<file path="src/rtl/cpu_wb_master.sv">
// cpu_wb_master: turns one CPU memory/IO request into one single-beat
// Wishbone cycle, stalls the CPU until ack, and terminates cycles to dead
// slaves with a watchdog that returns a fixed error word.
module cpu_wb_master #(
  parameter int unsigned TIMEOUT  = 255,
  parameter logic [31:0] ERR_DATA = 32'hFFFF_FFFF
) (
  input  logic        clk,
  input  logic        rst_n,
  input  logic        cpu_req,
  input  logic        cpu_we,
  input  logic [31:0] cpu_addr,
  input  logic [31:0] cpu_wdata,
  output logic [31:0] cpu_rdata,
  output logic        cpu_ready,
  output logic [31:0] m_adr_o,
  output logic [31:0] m_dat_o,
  input  logic [31:0] m_dat_i,
  output logic [3:0]  m_sel_o,
  output logic        m_we_o,
  output logic        m_stb_o,
  input  logic        m_ack_i,
  output logic        bus_err,
  output logic        busy
);

  typedef enum logic [1:0] {S_IDLE, S_BUS, S_DONE} state_t;

  // Watchdog value seen in the last permitted stb cycle.
  localparam logic [15:0] WD_LAST = 16'(TIMEOUT - 1);

  state_t      r_state, w_next;
  logic [15:0] r_wdog;
  logic        w_capture;
  logic        w_ack;
  logic        w_tmo;

  assign m_sel_o = 4'hF;

  // State register; reset abandons any cycle in flight.
  always_ff @(posedge clk) begin
    if (!rst_n) r_state <= S_IDLE;
    else        r_state <= w_next;
  end

  // Next state and state-decoded outputs; ack beats a same-cycle timeout.
  always_comb begin
    w_next    = r_state;
    w_capture = 1'b0;
    w_ack     = 1'b0;
    w_tmo     = 1'b0;
    m_stb_o   = 1'b0;
    busy      = 1'b0;
    cpu_ready = 1'b0;
    case (r_state)
      S_IDLE: begin
        if (cpu_req) begin
          w_capture = 1'b1;
          w_next    = S_BUS;
        end
      end
      S_BUS: begin
        m_stb_o = 1'b1;
        busy    = 1'b1;
        if (m_ack_i) begin
          w_ack  = 1'b1;
          w_next = S_DONE;
        end else if (r_wdog == WD_LAST) begin
          w_tmo  = 1'b1;
          w_next = S_DONE;
        end
      end
      S_DONE: begin
        cpu_ready = 1'b1;
        // Held request must not relaunch; wait for it to drop.
        if (!cpu_req) w_next = S_IDLE;
      end
      default: w_next = S_IDLE;
    endcase
  end

  // Request capture, watchdog, read-data return and sticky error flag.
  always_ff @(posedge clk) begin
    if (!rst_n) begin
      m_adr_o   <= '0;
      m_dat_o   <= '0;
      m_we_o    <= 1'b0;
      cpu_rdata <= '0;
      bus_err   <= 1'b0;
      r_wdog    <= '0;
    end else begin
      if (w_capture) begin
        m_adr_o <= cpu_addr;
        m_dat_o <= cpu_wdata;
        m_we_o  <= cpu_we;
        r_wdog  <= '0;
      end
      if (w_ack) begin
        if (!m_we_o) cpu_rdata <= m_dat_i;
      end else if (w_tmo) begin
        cpu_rdata <= ERR_DATA;
        bus_err   <= 1'b1;
      end else if (r_state == S_BUS) begin
        r_wdog <= r_wdog + 16'd1;
      end
    end
  end

endmodule
</file>
<file path="config.mk">
export PLATFORM = sky130hd
export DESIGN_NAME = cpu_wb_master
export DESIGN_NICKNAME = d
export VERILOG_FILES = /design/src/rtl/cpu_wb_master.sv
export SDC_FILE = /design/constraint.sdc
export NUM_CORES = 1
export LEC_CHECK = 0
export ABC_AREA = 1
export ABC_CLOCK_PERIOD_IN_PS = 2100
export BUFFER_PORTS_ARGS = -buffer_cell sky130_fd_sc_hd__buf_2
export CAP_MARGIN = 20
export CORE_ASPECT_RATIO = 1.2
export CORE_MARGIN = 10
export CORE_UTILIZATION = 40
export CTS_BUF_LIST = sky130_fd_sc_hd__clkbuf_8
export DETAILED_ROUTE_END_ITERATION = 16
export HOLD_SLACK_MARGIN = 0.03
export PLACE_DENSITY = 0.68
export SLEW_MARGIN = 20
export SYNTH_ARGS = -nofsm -noshare
export SYNTH_HDL_FRONTEND = slang
export SYNTH_SLANG_ARGS = --single-unit
</file>
<file path="constraint.sdc">
create_clock -name clk -period 2.1 [get_ports clk]
set_input_delay 0.21 -clock clk [delete_from_list [all_inputs] [get_ports clk]]
set_output_delay 0.21 -clock clk [all_outputs]
set_load 0.005 [all_outputs]
</file>
==> results of run 1 <==
[worst paths after layout]
check	from	end	depth (start not counted)
setup / recovery	r_state[1]	cpu_rdata[0]	9
hold / removal	m_dat_i[13]	cpu_rdata[13]	5
setup reg to reg	r_state[1]	cpu_rdata[0]	9
hold reg to reg	bus_err	bus_err	2
[worst max-delay path, cell delays in order (launching register included)]
cell     delay [ns]
dfxtp_1        0.31
inv_2          0.07
nand2_2        0.08
inv_4          0.16
nand2_2        0.25
buf_12         0.25
o31ai_1        0.23
inv_1          0.07
nand2_1        0.06
inv_1          0.04
[power groups by stage]
stage          clock network [mW]  registers [mW]  logic, mW
2_1_floorplan                   0            2.51      0.431
3_3_place_gp                    0            2.49      0.784
3_5_place_dp                    0            2.50      0.787
4_1_cts                      2.30            2.45      0.890
5_1_grt                      2.40            2.47       1.02
6_report                     2.23            2.45      0.894
[synth_stat cells, types with 2 or more instances]
library cell | instances | area [µm²]
ha_1 | 2 | 25.02
o31ai_1 | 32 | 240.2
buf_4 | 6 | 45.04
nand4_1 | 3 | 18.77
buf_6 | 6 | 67.56
nor3_1 | 5 | 25.02
o21ai_0 | 83 | 415.4
inv_2 | 4 | 15.01
nand2_2 | 5 | 31.28
nor2_1 | 165 | 619.3
nand2_1 | 90 | 337.8
a21oi_1 | 11 | 55.05
nand3_2 | 2 | 20.02
nor2_2 | 2 | 12.51
nand3b_1 | 2 | 15.01
dfxtp_1 | 116 | 2322
buf_1 | 2 | 7.510
clkbuf_1 | 23 | 86.33
buf_2 | 8 | 40.04
inv_1 | 122 | 457.9
nand3_1 | 46 | 230.2
[metal layers]
| metal | up-vias | track usage | routed length [µm] |
|---|---|---|---|
| li1 | 2826 | - | - |
| met1 | 2444 | 0.2113 | 6418 |
| met2 | 231 | 0.2854 | 7581 |
| met3 | 28 | 0.08541 | 2041 |
| met4 | 2 | 0.08901 | 343 |
| met5 | - | 0 | 7 |
[layout by cell type, fill, tap and decap left out, types with 2 or more instances in the layout]
cell / Yosys / routed
nand3_2: 2 / 2
nand2_1: 90 / 90
o31ai_1: 32 / 32
clkbuf_8: 0 / 19
buf_2: 8 / 201
nor3_1: 5 / 5
dlygate4sd3_1: 0 / 70
nand4_1: 3 / 3
bufinv_16: 0 / 4
nor2_1: 165 / 165
ha_1: 2 / 2
nand3b_1: 2 / 2
nand3_1: 46 / 46
inv_1: 122 / 126
nor2_2: 2 / 2
a21oi_1: 11 / 11
clkinv_2: 1 / 4
o21ai_0: 83 / 83
buf_4: 6 / 9
conb_1: 1 / 4
dfxtp_1: 116 / 116
nand2_2: 5 / 5
inv_2: 4 / 4
[sequential cells by signal, summed over array words and instances (netlist names)]
register   count
cpu_rdata     32
r_wdog        16
m_adr_o       32
m_we_o         1
bus_err        1
m_dat_o       32
r_state        2
[logic make-up (layout without fill, tap and decap cells)]
kind of cell | Yosys count | count (layout) | synth area share
AOI/OAI and AO/OA | 129 | 129 | 0.1414
adders and majority gates | 2 | 2 | 0.004834
buffers and inverters | 174 | 441 | 0.1450
DFF | 116 | 116 | 0.4486
other | 1 | 5 | 0.0007245
and+or+nand+nor | 322 | 322 | 0.2594
[area by class of cell]
| cell class | instances | area share |
|---|---|---|
| flip-flops and latches | 116 | 0.3159 |
| multi-input cells | 457 | 0.2877 |
| repair buffers | 281 | 0.2441 |
| inverters | 128 | 0.06587 |
| clock buffers | 19 | 0.03557 |
| well taps | 164 | 0.02791 |
| clock inverters | 13 | 0.02264 |
| diodes | 1 | 0.0003404 |
[stage by stage]
stage | worst slack (ns) | hold WS [ns] | utilization | total power [mW] | instances
after floorplan | 0.6967 | 0.3732 | - | 2.940 | 747
after global placement | 0.4749 | 0.4560 | 0.4910 | 3.275 | 1076
after detailed placement | 0.4747 | 0.4554 | 0.4910 | 3.283 | 1076
after CTS | 0.4594 | 0.03029 | 0.5800 | 5.636 | 1178
after global routing | 0.3036 | 0.06560 | 0.5802 | 5.888 | 1179
final | 0.4697 | 0.06144 | 0.5802 | 5.578 | 1179
==> flow_summary.toml, run 1 <==
[power_and_ir_drop]
swShare = 0.2626
pwr-share-clk = 0.400
seqPwrFrac = 0.440
internal_power_mw = 4.113
power_density_mw_per_mm2 = 758.8
power_frac_comb = 0.160
p_switching_mw = 1.464
p_leak_nw = 3.950
ir_drop_mv = 0.5304

[sta]
timing.final.crit_share = 0.7764
drv_slew = 0
maxSlewHeadroom = 0.5872
hold_viol_final = 0
setup_viol = 0
max_freq_ghz = 0.6134
rsz0062_at_grt = "false"
post-route-min-period_ns = 1.630
fin_skew_ns = 0.01272
worst_pin_slew_ns = 0.6192
finalSetupTns_ns = 0

[clock_tree]
numCtsBuffers = 17
cts_setup_buffers = 0
clk_pin_slew_worst_paths_ns = 0.07
cts_htree_levels = 4
cts_root_buffer = "clkbuf_8"
cts_tree = "done"
holdBufCountCts = 70
clock_latency_ns = 0.44
clkSinkCount = 116
cts_resized = 0
cts_max_path_buffers = 2

[setup_path]
required_ns = 2.43
arrival_ns = 1.96
r2r_slack_ns = 0.47
crit_type = "reg2reg"
critPathCaptureType = "flip-flop"
crit_path_max_fanout = 24
crit_path_start_kind = "flip-flop"

[cells_and_area]
register_area_mm2 = 0.002322
layout-drive-gt1-share = 0.2535
multi_input_area_mm2 = 0.002115
fillers = 1210
final_area_mm2 = 0.007351
area_delta_synth_final_pct = 42.01
layout.nets = 1104

[run_status]
outcome = "finished, final reports clean"

[logic_synthesis]
synth_edf_count = 0
netlist_area_mm2 = 0.005176
synth_cell_types = 30
ys_seq_area_frac = 0.4486
synth_warnings = 0
ys.flop_type = "dfxtp_1"
avgSynthCellArea_um2 = 6.957
ys_seq_elements = 116
ys_async_sr_fraction = 0
syn_inst = 744

[global_routing]
grt_first_pass_wirelength_mm = 26.49
grt_pass1_vias = 5316
grtUsageTotal = 0.1851
grt_max_degree = 72
grt_overflow = 0
antenna_found_initial = 2

[drt]
drt_iter0_drc = 278
drc_errors = 0
detail_route.wl_per_cell_um = 13.90
wl_mm = 16.39
detail-route-antenna-nets = 0
dr_total_vias = 5531
viasPerCell = 4.691
drt_first_pass_iters = 4

[floorplanning]
ioPinCount = 206
die_h_um = 144.6
die_area_mm2 = 0.01791
rows = 45
die_width_um = 123.8
start_util = 0.4086
core_region_area_mm2 = 0.01267

[placement]
port_buffers = 201
gp_congestion = 0.8862
place_hpwl_mm = 10.88
place_area_mm2 = 0.006220

[flow_run]
maxCapViolCount = 0

[hold_path]
holdCritPathClass = "in2reg"
(Power assumes the default switching activity.)
==> run 2, diff against run 1 <==
ABC_CLOCK_PERIOD_IN_PS = 1700   (was 2100)
clock period = 1.7 ns   (was 2.1 ns; I/O delays follow)
==> run 2 against run 1 <==
Compared with the run above: worst hold slack got worse by 0.0046 ns; non-clock buffer count rose by 24; clock skew fell by 0.0022 ns; global-route usage rose by 0.49 points; critical path type unchanged; largest cell class unchanged.
==> flow_summary.toml, run 2 (same netlist as run 1, synthesis figures left out) <==
[setup_path]
worstPathCellList = "inv_1 > ha_1 > nand3_1 > nor2_2 > nand2_2 > nand3_1 > o21ai_0 > nand2_1 > inv_1"
arrival_ns = 1.86
startpoint = "r_wdog[0]"
reg2reg_from = "r_wdog[0]"
reg2regPathDepth = 9
critPathCapture = "r_wdog[5]"
r2r_slack_ns = 0.17
crit_path_start_kind = "flip-flop"
crit_type = "reg2reg"
critical_path.slowest_cell = "dfxtp_1"
required_ns = 2.03
crit_path_max_fanout = 5
critPathCaptureType = "flip-flop"
max_stage_delay_ns = 0.34
reg2reg_to = "r_wdog[5]"

[drt]
dr_total_vias = 5590
drt_first_pass_iters = 6
detail_route.wl_per_cell_um = 14.17
viasPerCell = 4.647
wl_mm = 17.04
drc_errors = 0
detail-route-antenna-nets = 0
drt_iter0_drc = 273

[clock_tree]
cts_htree_levels = 4
cts_tree = "done"
cts_root_buffer = "clkbuf_8"
clock_latency_ns = 0.43
cts_setup_buffers = 0
cts_max_path_buffers = 2
clk_pin_slew_worst_paths_ns = 0.07
clkSinkCount = 116
numCtsBuffers = 17

[cells_and_area]
layout_common_cells = "buf_2, nor2_1, inv_1, dfxtp_1, nand2_1"
final_common_cell = "buf_2"
reg.largest.list = "cpu_rdata x32, m_adr_o x32, m_dat_o x32"
area_delta_synth_final_pct = 46.56
fillers = 1136
layout-drive-gt1-share = 0.2563
final_area_mm2 = 0.007586
layout.nets = 1128

[floorplanning]
start_util = 0.4086
rows = 45
die_area_mm2 = 0.01791
ioPinCount = 206
die_h_um = 144.6
die_width_um = 123.8
core_region_area_mm2 = 0.01267

[power_and_ir_drop]
ir_drop_mv = 0.9095
power_density_mw_per_mm2 = 891.4
p_leak_nw = 4.031

[sta]
setup_viol = 0
drv_slew = 0
rsz0062_at_grt = "false"
post-route-min-period_ns = 1.533
max_freq_ghz = 0.6524
fin_skew_ns = 0.01056
finalSetupTns_ns = 0
timing.final.crit_share = 0.9017
hold_viol_final = 0
worst_slack_ns = 0.1672

[flow_run]
maxCapViolCount = 0

[placement]
dp_slack_ns = 0.1716
gp_congestion = 0.8878
port_buffers = 201
place_area_mm2 = 0.006282
place_hpwl_mm = 10.87

[global_routing]
grt_overflow = 0
grtUsageTotal = 0.1900
grt_use_met2 = 0.3122
grt_max_degree = 109
grtUsageMet3 = 0.09516
grt-busiest-layer = "met2"
grt_pass1_vias = 5505
met1_usage = 0.2066
grt_first_pass_wirelength_mm = 27.30
antenna_found_initial = 2

[run_status]
outcome = "finished, final reports clean"

[hold_path]
holdCritPathClass = "in2reg"
[run 2: cell count changes in the layout (fill, tap and decap cells not counted), sizes merged]
cell / change
buf: +5
bufinv: -2
clkbuf: -1
clkinv: +3
clkinvlp: +2
dlygate4sd3: +19
inv: -2
[run 2: through the flow]
step	hold slack, ns	util	cells	power [mW]
global route	0.04934	0.5988	1203	7.126
floorplan	0.3332	-	747	3.632
global placement	0.4182	0.4959	1081	4.053
detailed placement	0.4250	0.4959	1081	4.068
CTS	0.03073	0.5979	1202	6.809
finish	0.05684	0.5988	1203	6.762
[run 2: layer usage]
layer	part of all wire	vias to the layer above	wire length [µm]
met5	0.00041	-	7
met4	0.016	2	280
met3	0.13	25	2140
met2	0.47	231	8019
met1	0.39	2460	6595
li1	-	2872	-
[run 2: worst min path at each step]
| stage | from | endpoint | slack, ns | depth (start not counted) |
|---|---|---|---|---|
| after floorplan | cpu_addr[25] | m_adr_o[25] | 0.33 | 2 |
| after global placement | cpu_wdata[18] | m_dat_o[18] | 0.42 | 3 |
| after detailed placement | cpu_wdata[8] | m_dat_o[8] | 0.42 | 3 |
| after CTS | m_dat_i[27] | cpu_rdata[27] | 0.03 | 5 |
| after global routing | m_dat_i[20] | cpu_rdata[20] | 0.05 | 5 |
| final | m_dat_i[20] | cpu_rdata[20] | 0.06 | 5 |
[run 2: area by class of cell]
cell class | instances | area (µm²) | area share
clock buffer | 18 | 247.7 | 0.03266
inverter | 128 | 484.2 | 0.06383
antenna | 1 | 2.502 | 0.0003299
clock inverter | 14 | 153.9 | 0.02029
timing repair buffer | 305 | 2047 | 0.2698
multi-input combinational | 457 | 2123 | 0.2799
sequential | 116 | 2322 | 0.3061
tap | 164 | 205.2 | 0.02705
[run 2: what timing repair did]
action | in CTS | in global routing
hold endpoints to repair | 89 | 0
resized for setup | 0 | 1
endpoints found under the setup margin | 0 | 3
hold buffers | 89 | 0
[run 2: power breakdown]
group          total [mW]  internal, mW  switching [mW]
Clock                2.57          1.35            1.22
Sequential           3.02          2.92           0.105
Combinational        1.16         0.554           0.610
Total                6.76          4.83            1.94
[run 2: worst max-delay path, delay by kind of cell (launching register included)]
family | cells | cell delay (ns)
and+or+nand+nor | 5 | 0.72
DFF | 1 | 0.34
adders and majority gates | 1 | 0.15
buffers and inverters | 2 | 0.13
AOI/OAI and AO/OA | 1 | 0.11
==> run 3, diff against run 2 <==
CORE_ASPECT_RATIO = 0.5   (was 1.2)
PLACE_DENSITY = 0.66   (was 0.68)
==> run 3 against run 2 <==
Compared with the run above: die area up 1.4%; worst setup slack worse by 0.040 ns; critical path depth down 1; clock-buffer cell count up 3; combinational power about the same; power up 2.2%; largest cell class unchanged; via count up 1.7%; largest power group unchanged; clock power up 5%; cell count up 1.3%.
==> flow_summary.toml, run 3 (same netlist as run 1, synthesis figures left out) <==
[setup_path]
arrival_ns = 1.89
critPathTopFamily = "simple AND/OR/NAND/NOR gates"
crit_path_max_fanout = 18
crit_type = "reg2reg"
critical_path.slowest_cell = "dfxtp_1"
required_ns = 2.02
path_buf_inv = 0
worstPathCellList = "ha_1 > nand3_1 > nor2_2 > nand2_2 > nand2_4 > o21ai_0 > nand2_1 > nor2_1"
max_stage_delay_ns = 0.42
critPathCaptureType = "flip-flop"
crit_path_start_kind = "flip-flop"

[power_and_ir_drop]
power.total_mw = 6.912
swShare = 0.2661
p_switching_mw = 1.839
ir_drop_mv = 0.4514
pwr-share-clk = 0.392
power_density_mw_per_mm2 = 897.9
power_frac_comb = 0.170
p_leak_nw = 4.099
internal_power_mw = 5.073
seqPwrFrac = 0.438

[global_routing]
grtUsageTotal = 0.1841
grt_overflow = 0
antenna_found_initial = 2
grt_first_pass_wirelength_mm = 27.61
grt_pass1_vias = 5561
grt_max_degree = 109

[cells_and_area]
final_common_cell = "buf_2"
reg.largest.list = "cpu_rdata x32, m_adr_o x32, m_dat_o x32"
area_delta_synth_final_pct = 48.71
finalNonFillerCells = 1219
layout_common_cells = "buf_2, nor2_1, inv_1, dfxtp_1, dlygate4sd3_1"
layout.nets = 1138
layout-drive-gt1-share = 0.2550

[sta]
holdWs_ns = 0.05614
drv_slew = 0
max_freq_ghz = 0.6357
hold_viol_final = 0
post-route-min-period_ns = 1.573
worst_slack_ns = 0.1270
fin_skew_ns = 0.01333
setup_viol = 0
timing.final.crit_share = 0.9253
finalSetupTns_ns = 0
rsz0062_at_grt = "true"

[drt]
wl_mm = 17.29
drt_iter0_drc = 253
dr_total_vias = 5685
viasPerCell = 4.664
detail-route-antenna-nets = 0
detail_route.wl_per_cell_um = 14.19
drc_errors = 0
drt_first_pass_iters = 5

[floorplanning]
die_width_um = 180.9
rows = 29
start_util = 0.4088
die_h_um = 100.4
core_region_area_mm2 = 0.01266
ioPinCount = 206
die_area_mm2 = 0.01817

[clock_tree]
clk_pin_slew_worst_paths_ns = 0.07
cts_htree_levels = 4
clock_latency_ns = 0.43
clkSinkCount = 116
cts_tree = "done"
cts_root_buffer = "clkbuf_8"
cts_max_path_buffers = 2
numCtsBuffers = 17

[placement]
dp_slack_ns = 0.1529
port_buffers = 201
gp_congestion = 0.8959
place_inst = 1090
place_hpwl_mm = 11.14

[hold_path]
holdCritPathClass = "in2reg"

[run_status]
outcome = "finished, final reports clean"

[flow_run]
maxCapViolCount = 0
-- run 3: final timing paths --
check	start	end	slack, ns	depth (start not counted)
min reg2reg	bus_err	bus_err	0.47	2
max	r_wdog[1]	r_wdog[13]	0.13	8
min	m_dat_i[5]	cpu_rdata[5]	0.06	5
max reg2reg	r_wdog[1]	r_wdog[13]	0.13	8
-- run 3: power groups by stage --
stage | combinational (mW) | clock (mW) | sequential [mW]
detailed placement | 0.994 | 0 | 3.08
finish | 1.18 | 2.71 | 3.03
CTS | 1.17 | 2.79 | 3.02
global route | 1.32 | 2.91 | 3.05
global placement | 0.979 | 0 | 3.07
floorplan | 0.532 | 0 | 3.10
-- run 3: final cells by class --
cell class	instances	area, µm²
Antenna cell	2	5.005
Clock inverter	10	130.1
Sequential cell	116	2322
Clock buffer	21	289.0
Timing Repair Buffer	315	2140
Fill cell	1111	4966
Multi-Input combinational cell	457	2115
Tap cell	170	212.7
Inverter	128	484.2
-- run 3: stage by stage --
stage	util	instance area, µm²
6_report	0.6078	7697
2_1_floorplan	-	5187
3_3_place_gp	0.4985	6312
3_5_place_dp	0.4985	6312
4_1_cts	0.6075	7692
5_1_grt	0.6078	7697
-- run 3: tightest hold or removal path, stage by stage --
cell and delay (ns):
buf_2 0.07, o31ai_1 0.06, inv_1 0.05, nand2_1 0.05
inv_1 0.05
-- run 3: metal layers --
layer | wire length (µm) | share of wire | track usage
met2 | 8495 | 0.49 | 0.3182
met3 | 1366 | 0.079 | 0.06104
met4 | 382 | 0.022 | 0.07895
met1 | 7050 | 0.41 | 0.2063
met5 | 0 | 0 | 0
-- run 3: repair_timing --
| item | in CTS | in global routing |
|---|---|---|
| hold endpoints to repair | 96 | 0 |
| resized for setup | 0 | 0 |
| setup endpoints to repair | 0 | 6 |
| hold buffers | 96 | 0 |
| setup buffers | 0 | 0 |
